## src/rtl/pipeline_controller.sv

```systemverilog
// pipeline_controller: run/step/halt sequencing, load-use stalls, control flushes and debug counters
module pipeline_controller #(
  parameter int NB_REG       = 5,
  parameter int NB_CNT       = 32,
  parameter int DRAIN_CYCLES = 3
) (
  input  logic              clk,
  input  logic              i_rst,
  input  logic              i_start,
  input  logic              i_step,
  input  logic              i_id_halt,
  input  logic [NB_REG-1:0] i_id_rs,
  input  logic [NB_REG-1:0] i_id_rt,
  input  logic [NB_REG-1:0] i_ex_rt,
  input  logic              i_ex_memRead,
  input  logic              i_id_branch_taken,
  input  logic              i_id_jump,
  output logic              o_pipe_en,
  output logic              o_pc_we,
  output logic              o_ifid_we,
  output logic              o_ifid_flush,
  output logic              o_idex_bubble,
  output logic              o_halted,
  output logic [NB_CNT-1:0] o_cycle_cnt,
  output logic [NB_CNT-1:0] o_stall_cnt
);
  typedef enum logic [2:0] {S_IDLE, S_RUN, S_STEP, S_DRAIN, S_HALTED} state_t;
  state_t r_state, w_next;
  logic [2:0] r_drain;
  logic [NB_CNT-1:0] r_cycle, r_stall;
  logic w_active, w_drain, w_stall, w_halt, w_ctl;
  always_comb begin
    w_active      = r_state == S_RUN || r_state == S_STEP;
    w_drain       = r_state == S_DRAIN;
    w_stall       = w_active && i_ex_memRead && i_ex_rt != '0 &&
                    (i_ex_rt == i_id_rs || i_ex_rt == i_id_rt);
    w_halt        = w_active && !w_stall && i_id_halt;
    w_ctl         = w_active && !w_stall && (i_id_branch_taken || i_id_jump);
    o_pipe_en     = w_active || w_drain;
    o_pc_we       = w_active && !w_stall && !w_halt;
    o_ifid_we     = (w_active && !w_stall) || w_drain;
    o_ifid_flush  = w_drain || w_ctl || w_halt;
    o_idex_bubble = w_stall || w_halt;
    o_halted      = r_state == S_HALTED;
    o_cycle_cnt   = r_cycle;
    o_stall_cnt   = r_stall;
    w_next        = r_state;
    case (r_state)
      S_IDLE:  w_next = i_start ? S_RUN : i_step ? S_STEP : S_IDLE;
      S_RUN:   w_next = w_halt ? S_DRAIN : S_RUN;
      S_STEP:  w_next = w_halt ? S_DRAIN : S_IDLE;
      S_DRAIN: w_next = r_drain == 3'd1 ? S_HALTED : S_DRAIN;
      default: w_next = S_HALTED;
    endcase
  end
  always_ff @(posedge clk or posedge i_rst) begin
    if (i_rst) begin
      r_state <= S_IDLE;
      r_drain <= '0;
      r_cycle <= '0;
      r_stall <= '0;
    end else begin
      r_state <= w_next;
      if (w_halt) r_drain <= 3'(DRAIN_CYCLES);
      else if (w_drain) r_drain <= r_drain - 3'd1;
      if (o_pipe_en) r_cycle <= r_cycle + NB_CNT'(1);
      if (w_stall) r_stall <= r_stall + NB_CNT'(1);
    end
  end
endmodule

```

## config.mk

```make
export PLATFORM = sky130hd
export DESIGN_NAME = pipeline_controller
export DESIGN_NICKNAME = d
export VERILOG_FILES = /design/src/rtl/pipeline_controller.sv
export SDC_FILE = /design/constraint.sdc
export NUM_CORES = 1
export LEC_CHECK = 0
export ABC_CLOCK_PERIOD_IN_PS = 4050
export CAP_MARGIN = 20
export CELL_PAD_IN_SITES_DETAIL_PLACEMENT = 0
export CELL_PAD_IN_SITES_GLOBAL_PLACEMENT = 2
export CORE_MARGIN = 2
export CORE_UTILIZATION = 33
export CTS_CLUSTER_SIZE = 14
export DETAILED_ROUTE_END_ITERATION = 10
export PLACE_DENSITY = 0.95
export REMOVE_ABC_BUFFERS = 1
export SETUP_SLACK_MARGIN = 0.15
export SYNTH_ARGS = -nofsm -noshare
export SYNTH_HDL_FRONTEND = slang
export SYNTH_SLANG_ARGS = --single-unit
```

## constraint.sdc

```tcl
create_clock -name clk -period 4.05 [get_ports clk]
set_input_delay 1.215 -clock clk [delete_from_list [all_inputs] [get_ports clk]]
set_output_delay 1.215 -clock clk [all_outputs]
set_load 0.03 [all_outputs]
```

==> metrics.yaml, run 1 <==
fmax_ghz: 0.264
hp-class: "reg -> reg"
grt_use_total_pct: 15.1
skew_ps: 11.6
fin_tns_setup_ps: 0
clockRootBuffer: "clkbuf_8"
netlist_top_cells_area: "dfrtp_1 50%, xor2_1 12%, xnor2_1 5.9%"
post-cts-setup-buffers: 0
leakagePower_nw: 2.19
relSlewSlack_pct: 57.8
yosysWarnings: 0
core_um2: 10400
worstHoldPathCells: 1
ys_types: 41
syn_area_per_cell_um2: 10.7
final_nets: 459
num-fill-cells: 1013
period_share_pct: 93.4
fin_ws_ps: 267
final_max_slew_viol_count: 0
synth.largest_area_cell: "dfrtp_1"
die-area_um2: 11600
vdd_drop_max_mv: 0.348
synthArstFlopShare_pct: 100
cts-htree-levels: 3
cp-end-kind: "output pin"
slowest_stage: "a22oi_2"
dr.pass1.iters: 4
slowest_delay_ps: 280
worstRegToRegCells: 5
gp_congestion: 0.746
critical_path.top_delay_family: "buffers and inverters"
crit_required_ps: 2830
fin_util_pct: 46.1
synth-edff-count: 0
avgViaCountPerCell: 4.84
maxCapViolCount: 0
die_width_um: 108
tightest_slew_ps: 631
multi_input_area_um2: 1710
total_power_mw: 1.95
portBuffers: 92
cts_buffers: 9
yosysSeqAreaShare_pct: 49.5
final-setup-viol-count: 0
synthCells: 331
num_vias: 2767
crit_buf_inv: 3
rows: 37
area_delta_synth_final_pct: 35.2
drt_iter0_drc: 98
status: "finished clean"
cts_tree: "yes"
worstPathCellList: "dlygate4sd2_1 > xor2_1 > nor3_2 > a22oi_2 > buf_4 > nor2_1 > a21o_1 > buf_6"
drc: 0
synth_top_area_share_pct: 49.5
antenna_found_initial: 0
rsz0062_at_grt: "no"
start_util_pct: 34.1
synthesis.area_um2: 3540
totalWireLength_um: 8290
io_pins: 93
crit_type: "in -> out"
first_global_vias: 2809
pre_cts_ws_ps: -56.4
clkSlewWorstSetupHoldPaths_ps: 80
cts_buffer_depth: 2
clkLatencyLatePin_ps: 340
die_h_um: 108
synthFlopType: "dfrtp_1"
seqCellArea_um2: 1750
wl_per_cell_um: 14.5
clkSinkCount: 70
period_minus_slack_ps: 3780
powerDensity_nw_per_um2: 408
crit_arrival_ps: 2570
cp_max_fo: 3
grt_max_degree: 32
antennaDiodeCount: 0
startpoint_type: "input port"
ant_nets: 0
hold_viol: 0
grt_pass1_wl_um: 13900
cp_num_cells: 8
hpwl_um: 5990
layout-drive-gt1-share_pct: 10.3
ys_ff_latch: 70
grt_overflow: 0
[cell usage after synthesis, types with 2 or more instances]
| library cell | instances |
|---|---|
| nor2_1 | 18 |
| nor4_1 | 15 |
| buf_2 | 3 |
| o21ai_0 | 4 |
| and3_1 | 6 |
| ha_1 | 4 |
| xor2_1 | 50 |
| a21o_1 | 2 |
| nand3_1 | 22 |
| and4_1 | 6 |
| mux2_2 | 2 |
| nor3_1 | 17 |
| nor4b_1 | 4 |
| nand4_1 | 18 |
| and2_1 | 5 |
| o211ai_1 | 2 |
| nor3b_1 | 2 |
| nand2_1 | 24 |
| inv_1 | 9 |
| buf_6 | 2 |
| buf_4 | 2 |
| clkbuf_1 | 3 |
| dfrtp_1 | 70 |
| xnor2_1 | 24 |
[flip-flops by register name, indices dropped and copies added (netlist names)]
signal and count:
o_stall_cnt 32, r_state 3, o_cycle_cnt 32, r_drain 3
[timing repair]
item | 4_1_cts | 5_1_grt
pin swaps | 6 | 1
setup endpoints to repair | 4 | 1
resized for setup | 19 | 1
hold buffers | 0 | 0
[worst paths after layout]
kind	end	slack (ps)	startpoint
max	o_idex_bubble	270	i_ex_rt[4]
min reg2reg	o_stall_cnt[31]$_DFFE_PP0P_	470	o_stall_cnt[31]$_DFFE_PP0P_
min in group asynchronous	o_cycle_cnt[13]$_DFFE_PP0P_	1270	i_rst
max reg2reg	o_cycle_cnt[24]$_DFFE_PP0P_	1990	r_state[2]$_DFF_PP0_
min	o_stall_cnt[31]$_DFFE_PP0P_	470	o_stall_cnt[31]$_DFFE_PP0P_
max in group asynchronous	r_state[2]$_DFF_PP0_	2020	i_rst
[layer usage]
layer,up-vias,GRT usage (%),routed length (µm)
met3,6,5.45,643
met1,1328,20.0,3800
met5,-,0,0
met2,72,23.2,3770
li1,1361,-,-
met4,0,4.49,70
[power breakdown]
group	internal [mW]	switching, mW
clock	0.218	0.275
combinational	0.254	0.339
sequential	0.761	0.103
total	1.23	0.718
[cells in the final DEF (no fill, tap or decap), types with 9 or more instances in the layout]
cell type,instances
dfrtp_1,70
nand2_1,24
clkdlybuf4s50_1,73
xor2_1,50
nor4_1,15
nand4_1,18
xnor2_1,24
dlygate4sd2_1,15
buf_4,11
nor3_1,15
nand3_1,22
clkbuf_8,9
nor2_1,18
[per-stage QoR]
step | area, µm² | cells | hold WS (ps)
floorplan | 3470 | 321 | 478
global placement | 4620 | 557 | 463
detailed placement | 4620 | 557 | 461
CTS | 4770 | 572 | 476
global route | 4780 | 572 | 496
finish | 4780 | 572 | 471
[layout make-up]
type | instances | share of cell area (%)
clock buffer | 9 | 2.59
timing repair buffer | 100 | 20.0
sequential | 70 | 36.6
clock inverter | 6 | 0.812
multi-input combinational | 242 | 35.7
tap | 136 | 3.56
inverter | 9 | 0.707
[logic make-up after synthesis]
group | Yosys count | synth area share (%)
AND/OR/NAND/NOR | 148 | 24.4
buffers and inverters | 19 | 2.76
flip-flops | 70 | 49.5
AO/OA/AOI/OAI | 13 | 2.48
XOR/XNOR | 75 | 18.8
adder cells (fa/ha/maj) | 4 | 1.42
multiplexers | 2 | 0.637
Power figures use the tool's default switching activity.
==> run 2: changes to the inputs <==
Settings changed: SKIP_CTS_REPAIR_TIMING set to 1.
==> metrics.yaml, run 2 (synthesis gave the netlist of run 1 again) <==
hpwl_um: 5990  # unchanged
final_max_slew_viol_count: 0  # unchanged
clkSinkCount: 70  # unchanged
ant_nets: 0  # unchanged
holdWs_ps: 471  # about the same
grt_max_degree: 32  # unchanged
period_minus_slack_ps: 3690  # was 3780 ps
drc: 0  # unchanged
crit_type: "in -> out"  # unchanged
portBuffers: 92  # unchanged
rsz0062_at_grt: "no"  # unchanged
tightest_slew_ps: 634  # was 631 ps
avgViaCountPerCell: 4.86  # was 4.84
final_cell_mix: "73 x clkdlybuf4s50_1, 70 x dfrtp_1, 48 x xor2_1, 24 x nand2_1, 24 x xnor2_1"  # was 73 x clkdlybuf4s50_1, 70 x dfrtp_1, 50 x xor2_1, 24 x nand2_1, 24 x xnor2_1
die_width_um: 108  # unchanged
powerDensity_nw_per_um2: 403  # was 408 nW/µm²
skew_ps: 11.6  # about the same
clkSlewWorstSetupHoldPaths_ps: 80  # about the same
crit_start: "i_ex_memRead"  # was i_ex_rt[4]
dr.pass1.iters: 4  # unchanged
seqCellArea_um2: 1750  # unchanged
slowest_delay_ps: 460  # was 280 ps
crit_buf_inv: 2  # was 3
crit_required_ps: 2830  # about the same
num_vias: 2780  # was 2,767
grt_overflow: 0  # unchanged
final_common_cell: "clkdlybuf4s50_1"  # unchanged
hp-start: "o_stall_cnt[31]$_DFFE_PP0P_"  # unchanged
io_pins: 93  # unchanged
core_um2: 10400  # unchanged
fmax_ghz: 0.271  # was 0.264 GHz
layout-drive-gt1-share_pct: 11.0  # was 10.3%
fin_util_pct: 46.8  # was 46.1%
cts_buffers: 9  # unchanged
crit_arrival_ps: 2480  # was 2570 ps
gp_congestion: 0.746  # unchanged
hold_viol: 0  # unchanged
worstPathCellList: "clkdlybuf4s50_1 > nor3b_4 > nand2_2 > o21ai_2 > o21ai_0 > buf_4"  # was dlygate4sd2_1 > xor2_1 > nor3_2 > a22oi_2 > buf_4 > nor2_1 > a21o_1 > buf_6
antennaDiodeCount: 0  # unchanged
final_nets: 459  # unchanged
status: "finished clean"  # unchanged
period_share_pct: 91.1  # was 93.4%
cts_buffer_depth: 2  # unchanged
design_area_um2: 4850  # was 4780 µm²
rows: 37  # unchanged
fin_tns_setup_ps: 0  # unchanged
r2r-start: "r_state[2]$_DFF_PP0_"  # unchanged
relSlewSlack_pct: 57.7  # was 57.8%
cp-end-kind: "output pin"  # unchanged
first_global_vias: 2810  # was 2,809
wl_per_cell_um: 14.6  # was 14.5 µm
grt_pass1_wl_um: 14000  # was 13,900 µm
vdd_drop_max_mv: 0.348  # about the same
cp_max_fo: 4  # was 3
drt_iter0_drc: 97  # was 98
grt_use_total_pct: 15.1  # about the same
multi_input_area_um2: 1720  # was 1710 µm²
clockRootBuffer: "clkbuf_8"  # unchanged
clkLatencyLatePin_ps: 340  # about the same
final-setup-viol-count: 0  # unchanged
maxCapViolCount: 0  # unchanged
critical_path.top_delay_family: "buffers and inverters"  # unchanged
antenna_found_initial: 0  # unchanged
start_util_pct: 34.1  # unchanged
pre_cts_ws_ps: -56.4  # unchanged
hp-class: "reg -> reg"  # unchanged
die_h_um: 108  # unchanged
die-area_um2: 11600  # unchanged
place_area_um2: 4620  # unchanged
cts_tree: "yes"  # unchanged
cts-htree-levels: 3  # unchanged
slowest_stage: "clkdlybuf4s50_1"  # was a22oi_2
fin_ws_ps: 360  # was 267 ps
totalWireLength_um: 8350  # was 8290 µm
area_delta_synth_final_pct: 37.3  # was 35.2%
leakagePower_nw: 2.31  # was 2.19 nW
startpoint_type: "input port"  # unchanged
num-fill-cells: 993  # was 1,013
## run 2: worst register-to-register path: cells and delay by family (launching register included)
family           cells  cell delay [ps]
AO/OA/AOI/OAI        1              400
AND/OR/NAND/NOR      3              930
XOR/XNOR             1              160
flip-flops           1              480
## run 2: report_power, final
group	internal [mW]	switching, mW	total [mW]
clock	0.218	0.275	0.493
combinational	0.258	0.341	0.599
sequential	0.761	0.103	0.864
total	1.24	0.720	1.96
## run 2: final timing paths
check / endpoint / slack, ps / cells past startpoint
setup / recovery: o_ifid_flush / 360 / 6
hold / removal: o_stall_cnt[31]$_DFFE_PP0P_ / 470 / 1
setup reg to reg: o_cycle_cnt[24]$_DFFE_PP0P_ / 1990 / 5
hold reg to reg: o_stall_cnt[31]$_DFFE_PP0P_ / 470 / 1
max in group asynchronous: r_state[2]$_DFF_PP0_ / 2010 / 3
min in group asynchronous: o_cycle_cnt[13]$_DFFE_PP0P_ / 1280 / 2
## run 2: final cells by class
type	count	share of cell area [%]
clock buffers	9	2.55
clock inverters	6	0.799
inverters	9	0.696
multi-input cells	242	35.5
flip-flops and latches	70	36.1
well taps	136	3.51
repair buffers	100	20.9
## run 2: stage by stage
stage          cells  power [mW]
3_5_place_dp     557        1.47
3_3_place_gp     557        1.46
4_1_cts          572        1.97
6_report         572        1.96
5_1_grt          572        2.06
2_1_floorplan    321        1.23
## run 2: metal layers
layer | up-vias | GRT usage (%) | routed length, µm
met5 | - | 0 | 0
met4 | 0 | 4.49 | 70
met3 | 6 | 5.45 | 639
met2 | 72 | 23.2 | 3840
met1 | 1343 | 20.0 | 3800
li1 | 1359 | - | -
